## config.mk

```make
export PLATFORM = sky130hd
export DESIGN_NAME = k12a_lcd_sequencer
export DESIGN_NICKNAME = d
export VERILOG_FILES = /design/src/rtl/k12a_lcd_sequencer.sv
export SDC_FILE = /design/constraint.sdc
export NUM_CORES = 1
export LEC_CHECK = 0
export CORE_UTILIZATION = 30
export CTS_CLUSTER_SIZE = 16
export DETAILED_ROUTE_END_ITERATION = 8
export SLEW_MARGIN = 20
export SYNTH_ARGS = -nofsm -noshare
export SYNTH_HDL_FRONTEND = slang
export SYNTH_SLANG_ARGS = --single-unit
```

## constraint.sdc

```tcl
create_clock -name cpu_clock -period 3.1 [get_ports cpu_clock]
set_input_delay 0.62 -clock cpu_clock [delete_from_list [all_inputs] [get_ports cpu_clock]]
set_output_delay 0.62 -clock cpu_clock [all_outputs]
set_load 0.02 [all_outputs]
```

## src/rtl/k12a_lcd_sequencer.sv

```systemverilog
`default_nettype none
// ============================================================================
//  Module   : k12a_lcd_sequencer
//  Purpose  : HD44780 write sequencer (RS/data setup, EN pulse, hold, settle).
//             Define K12A_LCD_4BIT_EN to send each byte as two nibbles.
//  Revision : 1.0  initial release
// ============================================================================
module k12a_lcd_sequencer #(
    parameter int SETUP_CYCLES       = 2,
    parameter int PULSE_CYCLES       = 4,
    parameter int HOLD_CYCLES        = 2,
    parameter int SETTLE_CYCLES      = 10,
    parameter int SLOW_SETTLE_CYCLES = 50
) (
    input  logic       cpu_clock,
    input  logic       reset,
    input  logic       xfer_req,
    input  logic       xfer_rs,
    input  logic [7:0] xfer_data,
    input  logic       overrun_clear,
    output logic       busy,
    output logic       overrun,
    output logic       lcd_rs,
    output logic       lcd_rw,
    output logic       lcd_en,
    output logic [7:0] lcd_data
);

    // Counter reload values: each phase lasts load+1 cycles.
    localparam logic [15:0] c_SETUP_LOAD  = 16'(SETUP_CYCLES - 1);
    localparam logic [15:0] c_PULSE_LOAD  = 16'(PULSE_CYCLES - 1);
    localparam logic [15:0] c_HOLD_LOAD   = 16'(HOLD_CYCLES - 1);
    localparam logic [15:0] c_SETTLE_LOAD = 16'(SETTLE_CYCLES - 1);
    localparam logic [15:0] c_SLOW_LOAD   = 16'(SLOW_SETTLE_CYCLES - 1);

    typedef enum logic [2:0] {
        S_IDLE   = 3'd0,
        S_SETUP  = 3'd1,
        S_PULSE  = 3'd2,
        S_HOLD   = 3'd3,
        S_SETTLE = 3'd4
    } state_t;

    state_t      r_state;
    state_t      w_state_next;
    logic [15:0] r_count;
    logic [15:0] w_count_next;
    logic [7:0]  r_byte;
    logic [7:0]  w_byte_next;
    logic        r_lcd_rs;
    logic        w_rs_next;
    logic [7:0]  r_lcd_data;
    logic [7:0]  w_data_next;
    logic        r_overrun;
    logic        w_overrun_next;
    logic        r_lcd_en;
    logic        r_busy;
    logic        w_count_zero;
    logic        w_slow;
`ifdef K12A_LCD_4BIT_EN
    logic        r_second;
    logic        w_second_next;
`endif

    assign w_count_zero = (r_count == 16'd0);
    // Clear display / return home need the long execution time.
    assign w_slow = !r_lcd_rs && ((r_byte == 8'h01) || (r_byte == 8'h02) || (r_byte == 8'h03));

    always_comb begin
        w_state_next   = r_state;
        w_count_next   = r_count;
        w_byte_next    = r_byte;
        w_rs_next      = r_lcd_rs;
        w_data_next    = r_lcd_data;
        w_overrun_next = r_overrun;
`ifdef K12A_LCD_4BIT_EN
        w_second_next  = r_second;
`endif
        case (r_state)
            S_IDLE: begin
                if (xfer_req) begin
                    w_state_next = S_SETUP;
                    w_count_next = c_SETUP_LOAD;
                    w_byte_next  = xfer_data;
                    w_rs_next    = xfer_rs;
`ifdef K12A_LCD_4BIT_EN
                    w_data_next   = {xfer_data[7:4], 4'h0};
                    w_second_next = 1'b0;
`else
                    w_data_next  = xfer_data;
`endif
                end
            end
            S_SETUP: begin
                if (w_count_zero) begin
                    w_state_next = S_PULSE;
                    w_count_next = c_PULSE_LOAD;
                end else begin
                    w_count_next = r_count - 16'd1;
                end
            end
            S_PULSE: begin
                if (w_count_zero) begin
                    w_state_next = S_HOLD;
                    w_count_next = c_HOLD_LOAD;
                end else begin
                    w_count_next = r_count - 16'd1;
                end
            end
            S_HOLD: begin
                if (w_count_zero) begin
`ifdef K12A_LCD_4BIT_EN
                    if (!r_second) begin
                        w_state_next  = S_SETUP;
                        w_count_next  = c_SETUP_LOAD;
                        w_data_next   = {r_byte[3:0], 4'h0};
                        w_second_next = 1'b1;
                    end else begin
                        w_state_next = S_SETTLE;
                        w_count_next = w_slow ? c_SLOW_LOAD : c_SETTLE_LOAD;
                    end
`else
                    w_state_next = S_SETTLE;
                    w_count_next = w_slow ? c_SLOW_LOAD : c_SETTLE_LOAD;
`endif
                end else begin
                    w_count_next = r_count - 16'd1;
                end
            end
            S_SETTLE: begin
                if (w_count_zero) begin
                    w_state_next = S_IDLE;
                end else begin
                    w_count_next = r_count - 16'd1;
                end
            end
            default: begin
                w_state_next = S_IDLE;
                w_count_next = 16'd0;
            end
        endcase

        // A request landing mid-transfer is dropped; the set wins over a clear.
        if (overrun_clear) begin
            w_overrun_next = 1'b0;
        end
        if (xfer_req && (r_state != S_IDLE)) begin
            w_overrun_next = 1'b1;
        end
    end

    always_ff @(posedge cpu_clock or posedge reset) begin
        if (reset) begin
            r_state <= S_IDLE;
        end else begin
            r_state <= w_state_next;
        end
    end

    always_ff @(posedge cpu_clock or posedge reset) begin
        if (reset) begin
            r_count    <= 16'd0;
            r_byte     <= 8'h00;
            r_lcd_rs   <= 1'b0;
            r_lcd_data <= 8'h00;
            r_overrun  <= 1'b0;
            r_lcd_en   <= 1'b0;
            r_busy     <= 1'b0;
        end else begin
            r_count    <= w_count_next;
            r_byte     <= w_byte_next;
            r_lcd_rs   <= w_rs_next;
            r_lcd_data <= w_data_next;
            r_overrun  <= w_overrun_next;
            // Decoded from the next state so EN/busy come straight off a flop.
            r_lcd_en   <= (w_state_next == S_PULSE);
            r_busy     <= (w_state_next != S_IDLE);
        end
    end

`ifdef K12A_LCD_4BIT_EN
    always_ff @(posedge cpu_clock or posedge reset) begin
        if (reset) begin
            r_second <= 1'b0;
        end else begin
            r_second <= w_second_next;
        end
    end
`endif

    assign busy     = r_busy;
    assign overrun  = r_overrun;
    assign lcd_rs   = r_lcd_rs;
    assign lcd_rw   = 1'b0;
    assign lcd_en   = r_lcd_en;
    assign lcd_data = r_lcd_data;

endmodule
`default_nettype wire

```

# Word level (Yosys, flattened, before mapping)
# Index checks and enable logic that the tools add are counted.
classes:
  addsub: 1
  eq_ne: 10
  mux: 15
  reduce_logical: 12
ops:
  columns: ["cell", "n"]
  rows:
  - ["$mux 16", 5]
  - ["$pmux 16 s5", 1]
  - ["$eq 8x2->1 const B", 2]
  - ["$logic_not 16->1", 1]
  - ["$sub 16x1->16 const B", 1]
  - ["$mux 3", 5]
  - ["$pmux 3 s5", 1]
  - ["$eq 3x2->1 const B", 3]
  - ["$eq 8x1->1 const B", 1]
  - ["$mux 6", 1]
  - ["$reduce_bool 3->1", 2]
  - ["$ne 2x2->1 const B", 2]
  - ["$reduce_and 2->1", 2]
  - ["$eq 3x1->1 const B", 1]
  - ["$eq 3x3->1 const B", 1]
  - ["$logic_not 3->1", 1]
  - ["$logic_and 1x1->1", 2]
  - ["$logic_or 1x1->1", 2]
  - ["$mux 1", 2]
  - ["$reduce_bool 2->1", 1]
  - ["$logic_not 1->1", 1]
word_totals:
  wordCells: 45
  input_bits: 13
  reg_bits: 31

# Longest topological paths before layout
# Gate-level depths: netlist of run 1.
depth:
  depth_word: 7
  depth_mapped: 8
  mapped_depth_nobuf: 7

# Worst setup path before layout of run 1
# OpenSTA, ideal clock, no wires.
synth_timing:
  path_kind: "register to register"
  start: "reg r_count[0]"
  end: "reg r_count[9]"
  slack_ns: 1.133
  period_less_slack_ns: 1.967
  required_time_ns: 3.027
  setup_ns: 0.073
  path_buffers: 1
  path_stages_with_launch: 9
  arrival_ns: 1.893
  path_cell_list: "dfrtp_1 > inv_1 > ha_1 > nor2b_1 > and4_4 > a21o_1 > buf_6 > or4b_4 > a21oi_2"
synth_between:
  elab_chain_cells: 3
  elab_cells_between_ends: 9
synth_lines:
  columns: ["element", "line", "source"]
  rows:
  - ["from (decl)", "46", "logic [15:0] r_count;"]
  - ["from (signal assigned)", "170", "r_count <= w_count_next;"]
  - ["$sub 16x1->16 / $logic_not 16->1 (equally long branches)", null, null]
  - ["$mux 16 (tied with other cells)", "131", "if (w_count_zero) begin"]
  - ["$pmux 16 s5 / $reduce_and 2->1 (equally long branches)", null, null]
# Several ways; a longest one is shown, not always the timed one. The select of a mux whose other input is x is not followed.
# A chain may end at the register's enable or synchronous reset.

# Worst setup path after layout of run 1
layout_timing:
  start: "reg r_count[8]"
  end: "reg r_count[5]"
layout_between:
  elab_chain_cells: 3
  elab_cells_between_ends: 7
layout_lines:
  columns: ["element", "line", "source"]
  rows:
  - ["$logic_not 16->1 (*)", "65", "assign w_count_zero = (r_count == 16'd0);"]
  - ["$mux 16 (tied with other cells)", "111", "if (w_count_zero) begin"]
  - ["$pmux 16 s5 / $reduce_and 2->1 (equally long branches)", null, null]
# Mark *: on every way between the ends. The rest lies on a longest branch, timed or not.

==> results of run 1 <==
sequential cells by signal, summed over array words and instances, names as in the netlist:
signal    flops
r_state       3
lcd_en        1
busy          1
lcd_rs        1
r_count      16
lcd_data      8
overrun       1
worst reg2reg max path, delay by kind of cell (launching register included):
kind	cells	cell delay, ns
flops	1	0.45
simple gates	4	1.46
compound gates	1	0.16
final timing paths:
kind	start	end	slack (ns)	cells after the start
max	r_count[8]	r_count[5]	0.90	5
max reg2reg	r_count[8]	r_count[5]	0.90	5
min in group asynchronous	reset	lcd_data[3]	0.72	3
max in group asynchronous	reset	r_count[15]	2.09	3
min	r_count[15]	r_count[15]	0.51	1
min reg2reg	r_count[15]	r_count[15]	0.51	1
power by group:
part	internal [mW]	switching [mW]
Sequential	0.566	0.219
Combinational	0.369	0.349
Clock	0.202	0.140
per-layer routing:
layer / up-vias / GRT usage
met5: - / 0
met4: 0 / 0.0389
met1: 700 / 0.202
met2: 31 / 0.215
met3: 4 / 0.0291
li1: 729 / -
final cells by class:
type	instances	area share
clock buffers	8	0.0466
inverters	4	0.00698
multi-input cells	143	0.425
flip-flops and latches	31	0.361
well taps	72	0.0419
repair buffers	26	0.119
cell usage in the layout (no fill, tap or decap), types with 2 or more instances in the layout:
master / synthesis / final
a21oi_1: 11 / 11
a21oi_2: 2 / 2
a22o_1: 2 / 2
buf_4: 2 / 2
clkbuf_8: 0 / 7
clkdlybuf4s50_1: 0 / 24
dfrtp_1: 31 / 31
inv_1: 4 / 4
mux2_2: 10 / 10
nand2_1: 14 / 14
nand2b_1: 3 / 3
nand3_1: 3 / 3
nand4_1: 6 / 6
nor2_1: 19 / 19
nor2b_1: 2 / 2
nor3_1: 9 / 9
nor3b_1: 2 / 2
nor4_1: 4 / 4
o21ai_0: 19 / 19
or2_1: 2 / 2
or4_1: 3 / 3
xnor2_1: 6 / 6
cells by family after synthesis:
family,count (synthesis)
AND/OR/NAND/NOR,77
AO/OA/AOI/OAI,47
flip-flops,31
buffers and inverters,13
multiplexers,11
XOR/XNOR,6
adder cells (fa/ha/maj),1
other,1
==> results_dict.tcl, run 1 <==
set metrics [dict create \
    slew_viol_final 0 \
    final_cells 284 \
    layout-drive-gt1-share 0.127 \
    dpl.hpwl_um 2800 \
    wl_met3_um 153 \
    chipHeight_um 78.7 \
    io_pins 26 \
    critical_path_arrival_ns 2.34 \
    antenna_found_initial 0 \
    grt_pass1_vias 1409 \
    synth_xor_xnor_area_share 0.0298 \
    p_leak_nw 0.850 \
    h-tree-depth 2 \
    seq_area_um2 776 \
    preCtsSetupSlack_ns 0.769 \
    track_usage 0.142 \
    ys_warn_count 0 \
    area_growth_pct 21.8 \
    tightest_slew_ns 0.515 \
    m1WireLength_um 1920 \
    worstPathRequired_ns 3.24 \
    slew_headroom 0.654 \
    synth_nets 201 \
    yosysTopAreaCellShare 0.440 \
    grt_overflow 0 \
    setup-violations-final 0 \
    avgSynthCellArea_um2 9.43 \
    dieArea_um2 6190 \
    synth_most_common_cell "dfrtp_1" \
    ant_nets 0 \
    hold_violations 0 \
    maxUsedRoutingLayer "met4" \
    yosysTopAreaCell "dfrtp_1" \
    cts_tree "done" \
    startpoint_type "register" \
    start_util 0.316 \
    clock_latency_ns 0.27 \
    clockRootBuffer "clkbuf_8" \
    synth_compound_area_frac 0.164 \
    finClkSkew_ns 0.00643 \
    status "completed" \
    yosysSeqAreaShare 0.440 \
    clkTransAtPathRegs_ns 0.06 \
    end_kind "register" \
    synth_top_family_by_area "simple AND/OR/NAND/NOR gates" \
    slowest_stage "and4_1" \
    nets 225 \
    placed_cells 276 \
    place_area_um2 2050 \
    gp_congestion 0.820 \
    async_flop_share 1.00 \
    cp_max_fo 12 \
    fmax_mhz 455 \
    synth-simple-area-share 0.245 \
    crit_chain "nor4_2 -> and4_1 -> nor2_1 -> o311ai_0 -> nand4_1" \
    synth_edf_count 0 \
    rsz0062_at_grt "false" \
    cts_buffers 5 \
    powerDensity_nw_per_um2 859 \
    cts_setup_buffers 0 \
    tns_ns 0 \
    timing.final.crit_share 0.709 \
    critPathMaxStageDelay_ns 0.57 \
    met2_length_um 1750 \
    multiInputGateArea_um2 913 \
    dieWidth_um 78.7 \
    hold_ws_ns 0.512 \
    n_fill_cell 559 \
    wl_per_cell_um 13.6 \
    rows 27 \
    ys.flop_type "dfrtp_1" \
    post-route-util 0.386 \
    ys_types 50 \
    antenna_cells 0 \
    syn_inst 187 \
    postCtsHoldBufs 0 \
    period_needed_ns 2.20 \
    yosys-mux-area-fraction 0.0695 \
    synth_fa_ha_area_frac 0.00709 \
    portBuffers 24 \
    numClockSinks 31 \
    routed_via_density 5.15 \
    irDropWorstVdd_mv 0.296 \
    core_area_um2 5570 \
    ys_ff_latch 31 \
    grt_first_pass_wirelength_um 6840 \
    worstHoldPathType "register to register" \
    synth.area.top_cells "dfrtp_1 (44%), mux2_2 (6.4%), o21ai_0 (5.4%), nor2_1 (4.0%), a21oi_1 (3.1%)" \
    maxCapViolCount 0 \
    clock_path_buffers 2 \
    crit_family "simple AND/OR/NAND/NOR gates" \
    grt_max_degree 32 \
    final_cell_area_um2 2150 \
    power.total_mw 1.85 \
    wl_um 3870 \
    drc 0 \
    criticalPathCategory "register to register" \
    crit_buf_inv 0 \
    firstDrtPassIters 4 \
    synthTopCellsByCount "dfrtp_1 (31), nor2_1 (19), o21ai_0 (19)" \
    syn_area_um2 1760 \
    drt_iter0_drc 112 \
    cts_resized 0 \
    vias 1464 \
    timing.final.ws_setup_ns 0.902 \
]
(Power assumes the default switching activity.)
==> inputs of run 2 (changes only) <==
==> constraint.sdc (replaced) <==
create_clock -name cpu_clock -period 1.84 [get_ports cpu_clock]
set_input_delay 0.368 -clock cpu_clock [delete_from_list [all_inputs] [get_ports cpu_clock]]
set_output_delay 0.368 -clock cpu_clock [all_outputs]
set_load 0.02 [all_outputs]
==> results_dict.tcl, run 2 (same netlist as run 1, synthesis figures left out) <==
set metrics [dict create \
    h-tree-depth 2 \
    final_cell_area_um2 2580 \
    critPathMaxStageDelay_ns 0.58 \
    gp_congestion 0.830 \
    dieArea_um2 6190 \
    grt_overflow 0 \
    final_common_cell "buf_4" \
    cts_buffers 5 \
    seq_area_um2 776 \
    grt_first_pass_wirelength_um 7470 \
    mostFrequentLayoutCells "buf_4 (44), dfrtp_1 (31), clkdlybuf4s50_1 (24)" \
    layout-drive-gt1-share 0.357 \
    nets 271 \
    powerDensity_nw_per_um2 1390 \
    grt_pass1_vias 1609 \
    post-route-util 0.463 \
    regMostFlops "r_count" \
    startpoint_type "register" \
    clock_path_buffers 2 \
    final_cells 330 \
    multiInputGateArea_um2 1000 \
    grt_max_degree 32 \
    vias 1690 \
    cts_tree "done" \
    worstHoldPathType "input pin to asynchronous set/reset pin" \
    clock_latency_ns 0.29 \
    area_growth_pct 46.2 \
    crit_buf_inv 1 \
    rsz0062_at_grt "true" \
    place_area_um2 2350 \
    placed_cells 315 \
    reg2reg_setup_slack_ns 0.03 \
    postCtsHoldBufs 0 \
    slew_viol_final 0 \
    drc 0 \
    end_kind "register" \
    crit_family "simple AND/OR/NAND/NOR gates" \
    crit_chain "buf_4 -> or4_4 -> nor2_4 -> a21oi_1 -> mux2_2 -> o21ai_1" \
    chipHeight_um 78.7 \
    status "completed" \
    routed_via_density 5.12 \
    cp_max_fo 4 \
    tns_ns 0 \
    slowest_stage "or4_4" \
    largest_register_ffs 16 \
    drt_iter0_drc 120 \
    clkTransAtPathRegs_ns 0.07 \
    dpl.hpwl_um 3280 \
    track_usage 0.156 \
    setup-violations-final 0 \
    finClkSkew_ns 0.00420 \
    critical_path_arrival_ns 2.02 \
    antenna_found_initial 0 \
    start_util 0.316 \
    timing.final.crit_share 0.981 \
    gr-usage-met1 0.216 \
    dieWidth_um 78.7 \
    antenna_cells 0 \
    wl_per_cell_um 13.3 \
    top_usage_layer "met2" \
    numClockSinks 31 \
    firstDrtPassIters 4 \
    core_area_um2 5570 \
    fmax_mhz 554 \
    wl_um 4400 \
    io_pins 26 \
    p_leak_nw 1.10 \
    ant_nets 0 \
    met2_usage 0.239 \
    period_needed_ns 1.81 \
    portBuffers 24 \
    use_met3 0.0314 \
    irDropWorstVdd_mv 0.658 \
    hold_violations 0 \
    worstPathRequired_ns 2.05 \
    criticalPathCategory "register to register" \
    maxCapViolCount 0 \
    rows 27 \
    n_fill_cell 526 \
    clockRootBuffer "clkbuf_8" \
]
run 2: cell count changes in the layout (fill, tap and decap cells not counted), sizes merged:
cell    change
buf        +46
clkbuf      -3
clkinv      +3
run 2: metrics by stage:
stage	power (mW)	setup slack [ns]	hold slack [ns]
6_report	3.60	0.0349	0.452
5_1_grt	3.87	-0.0257	0.493
4_1_cts	3.47	-0.0131	0.470
3_5_place_dp	2.88	-0.0538	0.502
3_3_place_gp	2.86	-0.0298	0.498
2_1_floorplan	2.14	-0.0323	0.464
run 2: final cells by class:
class,instances,share of cell area
Clock inverter,3,0.00582
Clock buffer,5,0.0267
Tap cell,72,0.0349
Sequential cell,31,0.301
Multi-Input combinational cell,143,0.387
Inverter,4,0.00582
Timing Repair Buffer,72,0.239
run 2: per-layer routing:
| layer | share of wire | wire length (um) |
|---|---|---|
| met1 | 0.48 | 2110 |
| met3 | 0.048 | 213 |
| met5 | 0 | 0 |
| met2 | 0.46 | 2000 |
| met4 | 0.015 | 68 |
run 2: final timing paths:
path,startpoint,endpoint,depth (start not counted)
setup / recovery,r_count[6],r_count[6],6
hold / removal,reset,lcd_data[3],3
setup reg to reg,r_count[6],r_count[6],6
hold reg to reg,overrun,overrun,2
max in group asynchronous,reset,r_state[0],3
min in group cpu_clock,overrun,overrun,2
run 2: tightest hold or removal path, cell delays in order:
cell,delay [ns]
clkdlybuf4s50_1,0.39
inv_1,0.05
buf_4,0.35
run 2: where the power goes:
group          internal, mW  switching (mW)
sequential            0.954           0.259
combinational          1.01           0.860
clock                 0.258           0.262
run 2: timing repair:
| item | 4_1_cts | 5_1_grt |
|---|---|---|
| resized for setup | 4 | 26 |
| buffers inserted | 5 | 4 |
| pin swaps | 3 | 12 |
| setup endpoints to repair | 9 | 17 |
